$ cat src/rtl/rr_arb8_ctrl_if.sv
// Request/grant bundle between the requesters and the 8-way round-robin arbiter.
// The master side drives enable and requests, and the slave side returns the grant.
interface rr_arb8_ctrl_if;
    logic       en;
    logic [7:0] req;
    logic [2:0] sel;
    logic [7:0] gnt;
    logic       gnt_vld;

    modport master (output en, req, input sel, gnt, gnt_vld);
    modport slave  (input en, req, output sel, gnt, gnt_vld);
endinterface

$ cat src/rtl/rr_arb8_ctrl.sv
// 8-way round-robin arbiter for a shared 3-to-8 decoded resource.
// A grant is held until release, disable or MAX_HOLD cycles, and every grant is followed by one idle cycle.
module rr_arb8_ctrl #(
    parameter int MAX_HOLD = 8
) (
    input  logic          clk,
    input  logic          rst_n,
    rr_arb8_ctrl_if.slave bus
);

    typedef enum logic {
        IDLE  = 1'b0,
        GRANT = 1'b1
    } state_t;

    localparam logic [7:0] HOLD_LIMIT = 8'(MAX_HOLD);

    state_t      state, state_nxt;
    logic [2:0]  ptr, ptr_nxt;
    logic [7:0]  hcnt, hcnt_nxt;
    logic [2:0]  sel_q, sel_nxt;
    logic [7:0]  gnt_q, gnt_nxt;
    logic        vld_q, vld_nxt;

    logic [15:0] req_dbl;
    logic [7:0]  req_rot;
    logic [2:0]  winner;
    logic        found;

    // Rotate the requests so that bit 0 is the requester at ptr, then take the lowest set bit.
    always_comb begin : pick_winner
        req_dbl = {bus.req, bus.req};
        req_rot = 8'(req_dbl >> ptr);
        winner  = ptr;
        found   = 1'b0;
        for (int i = 0; i < 8; i++) begin
            if (!found && req_rot[i]) begin
                winner = ptr + 3'(i);
                found  = 1'b1;
            end
        end
    end

    // NOTE: every variable gets a default before the case so that no path leaves it unassigned, which would infer a latch.
    always_comb begin : next_state
        state_nxt = state;
        ptr_nxt   = ptr;
        hcnt_nxt  = hcnt;
        sel_nxt   = sel_q;
        gnt_nxt   = gnt_q;
        vld_nxt   = vld_q;
        case (state)
            IDLE: begin
                if (bus.en && (bus.req != 8'h00)) begin
                    state_nxt = GRANT;
                    hcnt_nxt  = 8'd1;
                    sel_nxt   = winner;
                    gnt_nxt   = 8'b1 << winner;
                    vld_nxt   = 1'b1;
                end
            end
            GRANT: begin
                // All release causes merge into one transition, so coincident causes behave like any single one.
                if (!bus.req[sel_q] || !bus.en || (hcnt == HOLD_LIMIT)) begin
                    state_nxt = IDLE;
                    ptr_nxt   = sel_q + 3'd1;
                    hcnt_nxt  = 8'd0;
                    gnt_nxt   = 8'h00;
                    vld_nxt   = 1'b0;
                end else begin
                    hcnt_nxt = hcnt + 8'd1;
                end
            end
            default: state_nxt = IDLE;
        endcase
    end

    // NOTE: state registers use non-blocking assignments so that every flop samples the pre-edge values.
    always_ff @(posedge clk) begin : state_reg
        if (!rst_n) begin
            state <= IDLE;
            ptr   <= 3'd0;
            hcnt  <= 8'd0;
            sel_q <= 3'd0;
            gnt_q <= 8'h00;
            vld_q <= 1'b0;
        end else begin
            state <= state_nxt;
            ptr   <= ptr_nxt;
            hcnt  <= hcnt_nxt;
            sel_q <= sel_nxt;
            gnt_q <= gnt_nxt;
            vld_q <= vld_nxt;
        end
    end

    assign bus.sel     = sel_q;
    assign bus.gnt     = gnt_q;
    assign bus.gnt_vld = vld_q;

endmodule

$ cat src/flat_wrapper.sv
// flat-port wrapper written by rule: the top's interface ports become plain ports
module rr_arb8_ctrl_flat 
#(
    parameter int MAX_HOLD = 8
)
  (clk, rst_n, bus_en, bus_req, bus_sel, bus_gnt, bus_gnt_vld);
  rr_arb8_ctrl_if bus_i ();
  input  logic clk;
  input  logic rst_n;
  input wire logic [$bits(bus_i.en)-1:0] bus_en;
  input wire logic [$bits(bus_i.req)-1:0] bus_req;
  output wire logic [$bits(bus_i.sel)-1:0] bus_sel;
  output wire logic [$bits(bus_i.gnt)-1:0] bus_gnt;
  output wire logic [$bits(bus_i.gnt_vld)-1:0] bus_gnt_vld;
  assign bus_i.en = bus_en;
  assign bus_i.req = bus_req;
  assign bus_sel = bus_i.sel;
  assign bus_gnt = bus_i.gnt;
  assign bus_gnt_vld = bus_i.gnt_vld;
  rr_arb8_ctrl #(.MAX_HOLD(MAX_HOLD)) u_core (.clk(clk), .rst_n(rst_n), .bus(bus_i));
endmodule
$ cat config.mk
export PLATFORM = sky130hd
export DESIGN_NAME = rr_arb8_ctrl_flat
export DESIGN_NICKNAME = d
export VERILOG_FILES = /design/src/rtl/rr_arb8_ctrl_if.sv /design/src/rtl/rr_arb8_ctrl.sv /design/src/flat_wrapper.sv
export SDC_FILE = /design/constraint.sdc
export NUM_CORES = 1
export LEC_CHECK = 0
export CORE_MARGIN = 4
export CORE_UTILIZATION = 30
export CTS_CLUSTER_SIZE = 20
export DETAILED_ROUTE_END_ITERATION = 16
export SYNTH_ARGS = -nofsm -noshare
export SYNTH_HDL_FRONTEND = slang
export SYNTH_SLANG_ARGS = --single-unit
$ cat constraint.sdc
create_clock -name clk -period 2.9 [get_ports clk]
set_clock_uncertainty 0.15 [all_clocks]
set_input_delay 0.435 -clock clk [delete_from_list [all_inputs] [get_ports clk]]
set_output_delay 0.435 -clock clk [all_outputs]
set_load 0.01 [all_outputs]
* Word-level counts from Yosys, hierarchy flattened
Cells that the tools add are included.
Word-level totals: register bits after elaboration 24, input bits 11, logic and storage cells 73
Operators by class: add/subtract/negate cells 9, $lt $le $gt $ge 1, eq/ne operators 3, shift operators 2, muxes and demuxes 28, bitwise gates (word level) 1, reduce and logical (&&, ||, !) cells 23
Operators by type and width (count):
- $mux W8 | 4
- $pmux W8 S2 | 2
- $mux W3 | 7
- $shr A16 B3 Y8 | 1
- $add A3 B3 Y3 const B | 4
- $mux W1 | 12
- $logic_not A1 Y1 | 9
- $add A8 B1 Y8 const B | 1
- $eq A8 B4 Y1 const B | 1
- $logic_and A1 B1 Y1 | 8
- $reduce_bool A8 Y1 | 1
- $shl A1 B3 Y8 const A | 1
- $add A3 B1 Y3 const B | 2
- $add A3 B2 Y3 const B | 2
- $reduce_and A2 Y1 | 3
- $lt A3 B4 Y1 const B | 1
- $pmux W1 S2 | 2
- $bmux W1 S3 | 1
- $logic_or A1 B1 Y1 | 2
- $ne A2 B1 Y1 const B | 1
- $ne A2 B2 Y1 const B | 1
- $not A1 Y1 | 1

* Depth between registers and ports, before layout
depth in word-level cells 26, mapped depth 10, depth with buffers taken out 10

* Least setup slack after synthesis
No wires, ideal clock.
kind register to register, start point register u_core.ptr[1], end point register u_core.gnt_q[5], in the netlist u_core.bus.gnt[5], arrival time 2470 ps, required time 2633 ps, slack 163 ps, cell stages (with the launch flop) 9, period minus slack after synthesis 2737 ps, cell sequence dfxtp_1 -> buf_6 -> mux4_2 -> mux2i_4 -> nand2_4 -> o311a_1 -> o211a_1 -> or2_4 -> a32o_2
Between the ends: word-level cells in the longest chain between the ends 26, elaborated cells on any way between the ends 39, classes of those cells add/sub (7); shift (2); mux (16); reduce/logical (14)
RTL lines:
- start, declared | RTL line rr_arb8_ctrl.sv:19 | logic [2:0] ptr, ptr_nxt;
- start signal, assigned | RTL line rr_arb8_ctrl.sv:89 | ptr <= ptr_nxt;
- $shr A16 B3 Y8 | RTL line rr_arb8_ctrl.sv:33 | req_rot = 8'(req_dbl >> ptr);
- $mux W1 | RTL line rr_arb8_ctrl.sv:37 | if (!found && req_rot[i]) begin
- $logic_not A1 Y1 | RTL line rr_arb8_ctrl.sv:37
- $logic_and A1 B1 Y1 | RTL line rr_arb8_ctrl.sv:37
- $mux W1 | RTL line rr_arb8_ctrl.sv:37
- $logic_not A1 Y1 | RTL line rr_arb8_ctrl.sv:37
- $logic_and A1 B1 Y1 | RTL line rr_arb8_ctrl.sv:37
- $mux W1 | RTL line rr_arb8_ctrl.sv:37
- [10 not listed]
- $logic_and A1 B1 Y1 | RTL line rr_arb8_ctrl.sv:37
- $mux W1 | RTL line rr_arb8_ctrl.sv:37
- $logic_not A1 Y1 | RTL line rr_arb8_ctrl.sv:37
- $logic_and A1 B1 Y1 | RTL line rr_arb8_ctrl.sv:37
- $mux W3 (*) | RTL line rr_arb8_ctrl.sv:37
- $shl A1 B3 Y8 (*) | RTL line rr_arb8_ctrl.sv:58 | gnt_nxt = 8'b1 << winner;
- $mux W8 (*) | RTL line rr_arb8_ctrl.sv:54 | if (bus.en && (bus.req != 8'h00)) begin
- $pmux W8 S2 (*) | RTL line rr_arb8_ctrl.sv:52 | case (state)
- end signal, assigned | RTL line rr_arb8_ctrl.sv:92 | gnt_q <= gnt_nxt;
- end, declared | RTL line rr_arb8_ctrl.sv:22 | logic [7:0] gnt_q, gnt_nxt;
Every way passes the cells marked *; elsewhere a longest branch is shown, timed or not. The select of a mux whose other input is x is not followed. A chain may end at the register's enable or synchronous reset.

* Worst setup path after layout
start point input bus_req[4], end point register u_core.gnt_q[7], in the netlist u_core.bus.gnt[7]
Between the ends: word-level cells in the longest chain between the ends 26, elaborated cells on any way between the ends 42, classes of those cells eq/ne (2); shift (2); mux (18); reduce/logical (20)
RTL lines:
- start, declared | RTL line flat_wrapper.sv:11 | input wire logic [$bits(bus_i.req)-1:0] bus_req;
- $shr A16 B3 Y8 | RTL line rr_arb8_ctrl.sv:33
- $mux W1 | RTL line rr_arb8_ctrl.sv:37
- $logic_not A1 Y1 | RTL line rr_arb8_ctrl.sv:37
- $logic_and A1 B1 Y1 | RTL line rr_arb8_ctrl.sv:37
- $mux W1 | RTL line rr_arb8_ctrl.sv:37
- $logic_not A1 Y1 | RTL line rr_arb8_ctrl.sv:37
- $logic_and A1 B1 Y1 | RTL line rr_arb8_ctrl.sv:37
- $mux W1 | RTL line rr_arb8_ctrl.sv:37
- [10 not listed]
- $logic_and A1 B1 Y1 | RTL line rr_arb8_ctrl.sv:37
- $mux W1 | RTL line rr_arb8_ctrl.sv:37
- $logic_not A1 Y1 | RTL line rr_arb8_ctrl.sv:37
- $logic_and A1 B1 Y1 | RTL line rr_arb8_ctrl.sv:37
- $mux W3 | RTL line rr_arb8_ctrl.sv:37
- $shl A1 B3 Y8 | RTL line rr_arb8_ctrl.sv:58
- $mux W8 | RTL line rr_arb8_ctrl.sv:54
- $pmux W8 S2 | RTL line rr_arb8_ctrl.sv:52
Several ways; a longest one is shown, not always the timed one. The select of a mux whose other input is x is not followed.

==> report_table.html <==
<table>
<tr><th>Metric</th><th>Value</th></tr>
<tr><th colspan="2">Global route</th></tr>
<tr><td>Wire length of the first global-routing pass</td><td>9356 um</td></tr>
<tr><td>Total grt overflow</td><td>0</td></tr>
<tr><td>Total GRT Usage</td><td>13.43%</td></tr>
<tr><td>Antenna violations before repair</td><td>0</td></tr>
<tr><td>Vias in the first global route</td><td>1974</td></tr>
<tr><td>Largest net degree at the start of global routing</td><td>14</td></tr>
<tr><th colspan="2">Drt</th></tr>
<tr><td>Met1 WL</td><td>2385 um</td></tr>
<tr><td>Mean number of vias per cell</td><td>5.492</td></tr>
<tr><td>Count of routing violations after the opening detailed-route iteration</td><td>132</td></tr>
<tr><td>Detailed-routed wire length on met2</td><td>about 2800 um</td></tr>
<tr><td>Routed met3 length</td><td>163 um</td></tr>
<tr><td>DRC viols</td><td>0</td></tr>
<tr><td>Post-route ant nets</td><td>0</td></tr>
<tr><td>Detailed-route wire length per cell</td><td>15.22 um</td></tr>
<tr><td>Routed via count</td><td>roughly 2000</td></tr>
<tr><td>Detailed-routing iteration count for the pre-antenna-repair pass</td><td>4</td></tr>
<tr><td>Drt total wl</td><td>5388 um</td></tr>
<tr><td>Top metal layer carrying routed signals</td><td>met4</td></tr>
<tr><th colspan="2">Cells and area</th></tr>
<tr><td>Growth of design area from synthesis to finish</td><td>38.16%</td></tr>
<tr><td>Nets</td><td>294</td></tr>
<tr><td>Most used cells in the layout excluding fill and tap cells</td><td>43 x sky130_fd_sc_hd__buf_4, 22 x sky130_fd_sc_hd__nor2_1, 22 x sky130_fd_sc_hd__dfxtp_1</td></tr>
<tr><td>Commonest non-fill, non-tap cell in the layout</td><td>sky130_fd_sc_hd__buf_4</td></tr>
<tr><td>Fraction of final layout cells sized beyond drive strength 1</td><td>a little over a third</td></tr>
<tr><td>Ant diodes</td><td>0</td></tr>
<tr><th colspan="2">Worst hold path</th></tr>
<tr><td>Cell depth of the worst min-delay path</td><td>1</td></tr>
<tr><td>Classification of the worst-slack hold path</td><td>flop to flop</td></tr>
<tr><th colspan="2">Critical path</th></tr>
<tr><td>Critical path's top delay family</td><td>multiplexers</td></tr>
<tr><td>Arrival time at the worst endpoint</td><td>2820 ps</td></tr>
<tr><td>Critical Path Stages</td><td>9</td></tr>
<tr><td>Slowest cell on the critical path</td><td>sky130_fd_sc_hd__mux4_2</td></tr>
<tr><td>Kind of launch point of the worst setup path</td><td>input port</td></tr>
<tr><td>Critical-path maximum fanout</td><td>6</td></tr>
<tr><td>Delay of the slowest critical-path stage</td><td>540 ps</td></tr>
<tr><td>Crit end category</td><td>flop</td></tr>
<tr><td>Endpoint required time on the critical path</td><td>2920 ps</td></tr>
<tr><td>Type of the worst setup path</td><td>input port to flop</td></tr>
<tr><td>Count of buffering cells on the critical path with inverters included</td><td>1</td></tr>
<tr><td>Ordered list of cells on the worst path</td><td>dlygate4sd2_1, mux4_2, mux2_4, nor3_2, o32ai_2, o311a_1, o211a_1, or2_4, a32o_2</td></tr>
<tr><td>Logic depth of the worst register-to-register path</td><td>9</td></tr>
<tr><th colspan="2">Timing</th></tr>
<tr><td>Tcrit/Tclk final</td><td>a little over nine tenths</td></tr>
<tr><td>Final setup violating endpoints</td><td>0</td></tr>
<tr><td>Transition time at the pin with the least slew margin</td><td>roughly 550 ps</td></tr>
<tr><td>RSZ-0062 raised after global routing</td><td>true</td></tr>
<tr><td>Number of max-slew violations in the final report</td><td>0</td></tr>
<tr><td>Highest clock rate</td><td>0.3570 GHz</td></tr>
<tr><td>Slew Limit Headroom</td><td>between 60% and 70%</td></tr>
<tr><td>Shortest period the worst path allows</td><td>2801 ps</td></tr>
<tr><td>Hold violation total from the final report</td><td>0</td></tr>
<tr><td>Setup total negative slack</td><td>0 ps</td></tr>
<tr><th colspan="2">Floorplanning</th></tr>
<tr><td>Floorplan row count</td><td>29</td></tr>
<tr><td>X dimension of the die</td><td>89.72 um</td></tr>
<tr><td>Die area</td><td>~0.0080 mm2</td></tr>
<tr><td>Core Region</td><td>approximately 0.0064 mm2</td></tr>
<tr><td>I/O pin total</td><td>23</td></tr>
<tr><td>Starting utilization of the core area</td><td>31.19%</td></tr>
<tr><td>Die Y</td><td>around 90 um</td></tr>
<tr><th colspan="2">Logic synthesis</th></tr>
<tr><td>Cell taking the most area after synthesis</td><td>sky130_fd_sc_hd__dfxtp_1</td></tr>
<tr><td>Top_reg_cell synth</td><td>sky130_fd_sc_hd__dfxtp_1</td></tr>
<tr><td>Net count of the mapped netlist</td><td>229</td></tr>
<tr><td>Top-area cell type share of the netlist area</td><td>a little under a quarter</td></tr>
<tr><td>Seq/Total Area, Yosys</td><td>23.99%</td></tr>
<tr><td>Library cells used by synthesis</td><td>56</td></tr>
<tr><td>Main area contributors after synthesis</td><td>sky130_fd_sc_hd__dfxtp_1 24%, sky130_fd_sc_hd__mux4_2 9.0%, sky130_fd_sc_hd__mux2i_1 6.5%</td></tr>
<tr><td>Warning count from the yosys run</td><td>0</td></tr>
<tr><td>Gate count after technology mapping</td><td>213</td></tr>
<tr><td>Mapped cell area</td><td>0.002003 mm2</td></tr>
<tr><td>Number of synthesized register bits</td><td>24</td></tr>
<tr><td>FFs w/ async S/R, synth</td><td>0%</td></tr>
<tr><td>Number of enable-type register cells in the synthesized netlist</td><td>0</td></tr>
<tr><td>Mean instance size in the synthesized netlist</td><td>9.405 um2</td></tr>
<tr><th colspan="2">Placed design</th></tr>
<tr><td>Placed wire-length estimate</td><td>4188 um</td></tr>
<tr><td>Port Buf Inserts</td><td>22</td></tr>
<tr><td>Routability-driven placement congestion ratio</td><td>0.8767</td></tr>
<tr><th colspan="2">Clock network</th></tr>
<tr><td>Skew-Pair Late Insertion Delay</td><td>~270 ps</td></tr>
<tr><td>Number of clock buffers inserted by TritonCTS</td><td>3</td></tr>
<tr><td>Buffer cell driving the clock tree root</td><td>sky130_fd_sc_hd__clkbuf_8</td></tr>
<tr><td>Max clock buf depth</td><td>2</td></tr>
<tr><td>Clock-pin slew on the worst setup and hold paths</td><td>90 ps</td></tr>
<tr><td>CTS tree</td><td>done</td></tr>
<tr><td>TritonCTS sink count</td><td>24</td></tr>
<tr><td>H-Tree Level Count</td><td>1</td></tr>
<tr><th colspan="2">Pwr</th></tr>
<tr><td>Peak ir drop on the vdd network</td><td>0.0002873 V</td></tr>
<tr><td>Power Dens Cells</td><td>427.2 mW/mm2</td></tr>
<tr><td>Leakage</td><td>approximately 1.1 nW</td></tr>
<tr><td>Sum of internal, switching and leakage power</td><td>about 1.2 mW</td></tr>
<tr><th colspan="2">Run status</th></tr>
<tr><td>Run status</td><td>finished, final reports clean</td></tr>
<tr><th colspan="2">Run</th></tr>
<tr><td>Max-cap violations</td><td>0</td></tr>
</table>
==> path summary, 6_finish.rpt <==
| check | start | endpoint | slack (ps) |
|---|---|---|---|
| max | bus_req[4] | u_core.bus.gnt[7] | 100 |
| min | u_core.bus.gnt[4] | u_core.bus.gnt[4] | 330 |
| max reg2reg | u_core.ptr[1] | u_core.bus.gnt[7] | 120 |
| min reg2reg | u_core.bus.gnt[4] | u_core.bus.gnt[4] | 330 |
==> cell type report <==
cell class,count,area [um2]
flip-flops and latches,24,485.5
well taps,77,96.34
inverters,8,30.03
fillers,643,3655
repair buffers,67,555.5
multi-input cells,174,1545
clock buffers,4,55.05
==> power by group <==
part	total [mW]	switching (mW)	internal, mW
Clock	0.227	0.106	0.121
Sequential	0.379	0.0281	0.351
Combinational	0.575	0.286	0.289
Total	1.18	0.421	0.762
==> worst reg2reg max path, stage by stage, from the launching register on <==
cell	delay, ps
sky130_fd_sc_hd__dfxtp_4	380
sky130_fd_sc_hd__buf_6	140
sky130_fd_sc_hd__mux4_2	530
sky130_fd_sc_hd__mux2i_4	240
sky130_fd_sc_hd__nand2_4	120
sky130_fd_sc_hd__nor4b_4	370
sky130_fd_sc_hd__nor3_2	100
sky130_fd_sc_hd__xnor2_2	180
sky130_fd_sc_hd__and3_4	220
sky130_fd_sc_hd__a32o_2	260
==> synth_stat cells, types with 2 or more instances <==
library cell	number
sky130_fd_sc_hd__a32o_2	2
sky130_fd_sc_hd__nand4b_1	4
sky130_fd_sc_hd__nor2_1	22
sky130_fd_sc_hd__nor2b_1	6
sky130_fd_sc_hd__inv_1	5
sky130_fd_sc_hd__dfxtp_1	24
sky130_fd_sc_hd__mux4_2	8
sky130_fd_sc_hd__buf_6	2
sky130_fd_sc_hd__a211oi_1	6
sky130_fd_sc_hd__xor2_1	2
sky130_fd_sc_hd__clkbuf_1	3
sky130_fd_sc_hd__nor3_2	4
sky130_fd_sc_hd__nor4_1	3
sky130_fd_sc_hd__o211a_1	2
sky130_fd_sc_hd__ha_1	5
sky130_fd_sc_hd__o32ai_1	2
sky130_fd_sc_hd__or3_1	2
sky130_fd_sc_hd__inv_2	2
sky130_fd_sc_hd__a31oi_1	2
sky130_fd_sc_hd__nor3_1	4
sky130_fd_sc_hd__mux2i_4	2
sky130_fd_sc_hd__a32o_1	6
sky130_fd_sc_hd__o21ai_0	11
sky130_fd_sc_hd__mux2_4	2
sky130_fd_sc_hd__nand3_1	6
sky130_fd_sc_hd__and3_1	7
sky130_fd_sc_hd__nand2_1	15
sky130_fd_sc_hd__o311a_1	2
sky130_fd_sc_hd__mux2i_1	13
sky130_fd_sc_hd__mux2_2	2
sky130_fd_sc_hd__a21oi_1	12
==> routing by layer <==
layer	up-vias	track usage, %
li1	960	-
met1	944	17.01
met2	32	23.81
met3	8	2.588
met4	0	2.682
met5	-	0
==> logic make-up (layout without fill, tap and decap cells) <==
kind of cell / count (synthesis) / in the layout / synth area share [%]
flip-flops: 24 / 24 / 23.98
buffers and inverters: 15 / 79 / 3.810
adder cells (fa/ha/maj): 5 / 5 / 3.123
AO/OA/AOI/OAI: 54 / 54 / 20.36
AND/OR/NAND/NOR: 84 / 84 / 25.36
multiplexers: 28 / 28 / 21.67
XOR/XNOR: 3 / 3 / 1.687
==> repair_timing <==
action | 4_1_cts | 5_1_grt
hold buffers | 0 | 0
setup buffers | 0 | 2
gates resized for setup | 12 | 20
pin swaps | 0 | 8
endpoints found under the setup margin | 11 | 10
endpoints found under the hold margin | 0 | 0
==> through the flow <==
step | setup slack (ps) | hold WS, ps | instances | utilization, % | instance area, um2
floorplan | 163.1 | 303.5 | 213 | - | 2003
global placement | -415.9 | 306.6 | 348 | 40.42 | 2596
detailed placement | -434.2 | 312.7 | 348 | 40.42 | 2596
CTS | 11.90 | 335.9 | 352 | 41.38 | 2658
global route | -17.92 | 359.2 | 354 | 43.09 | 2768
finish | 98.86 | 331.8 | 354 | 43.09 | 2768
Note: power is estimated with default switching activity, not from simulation.
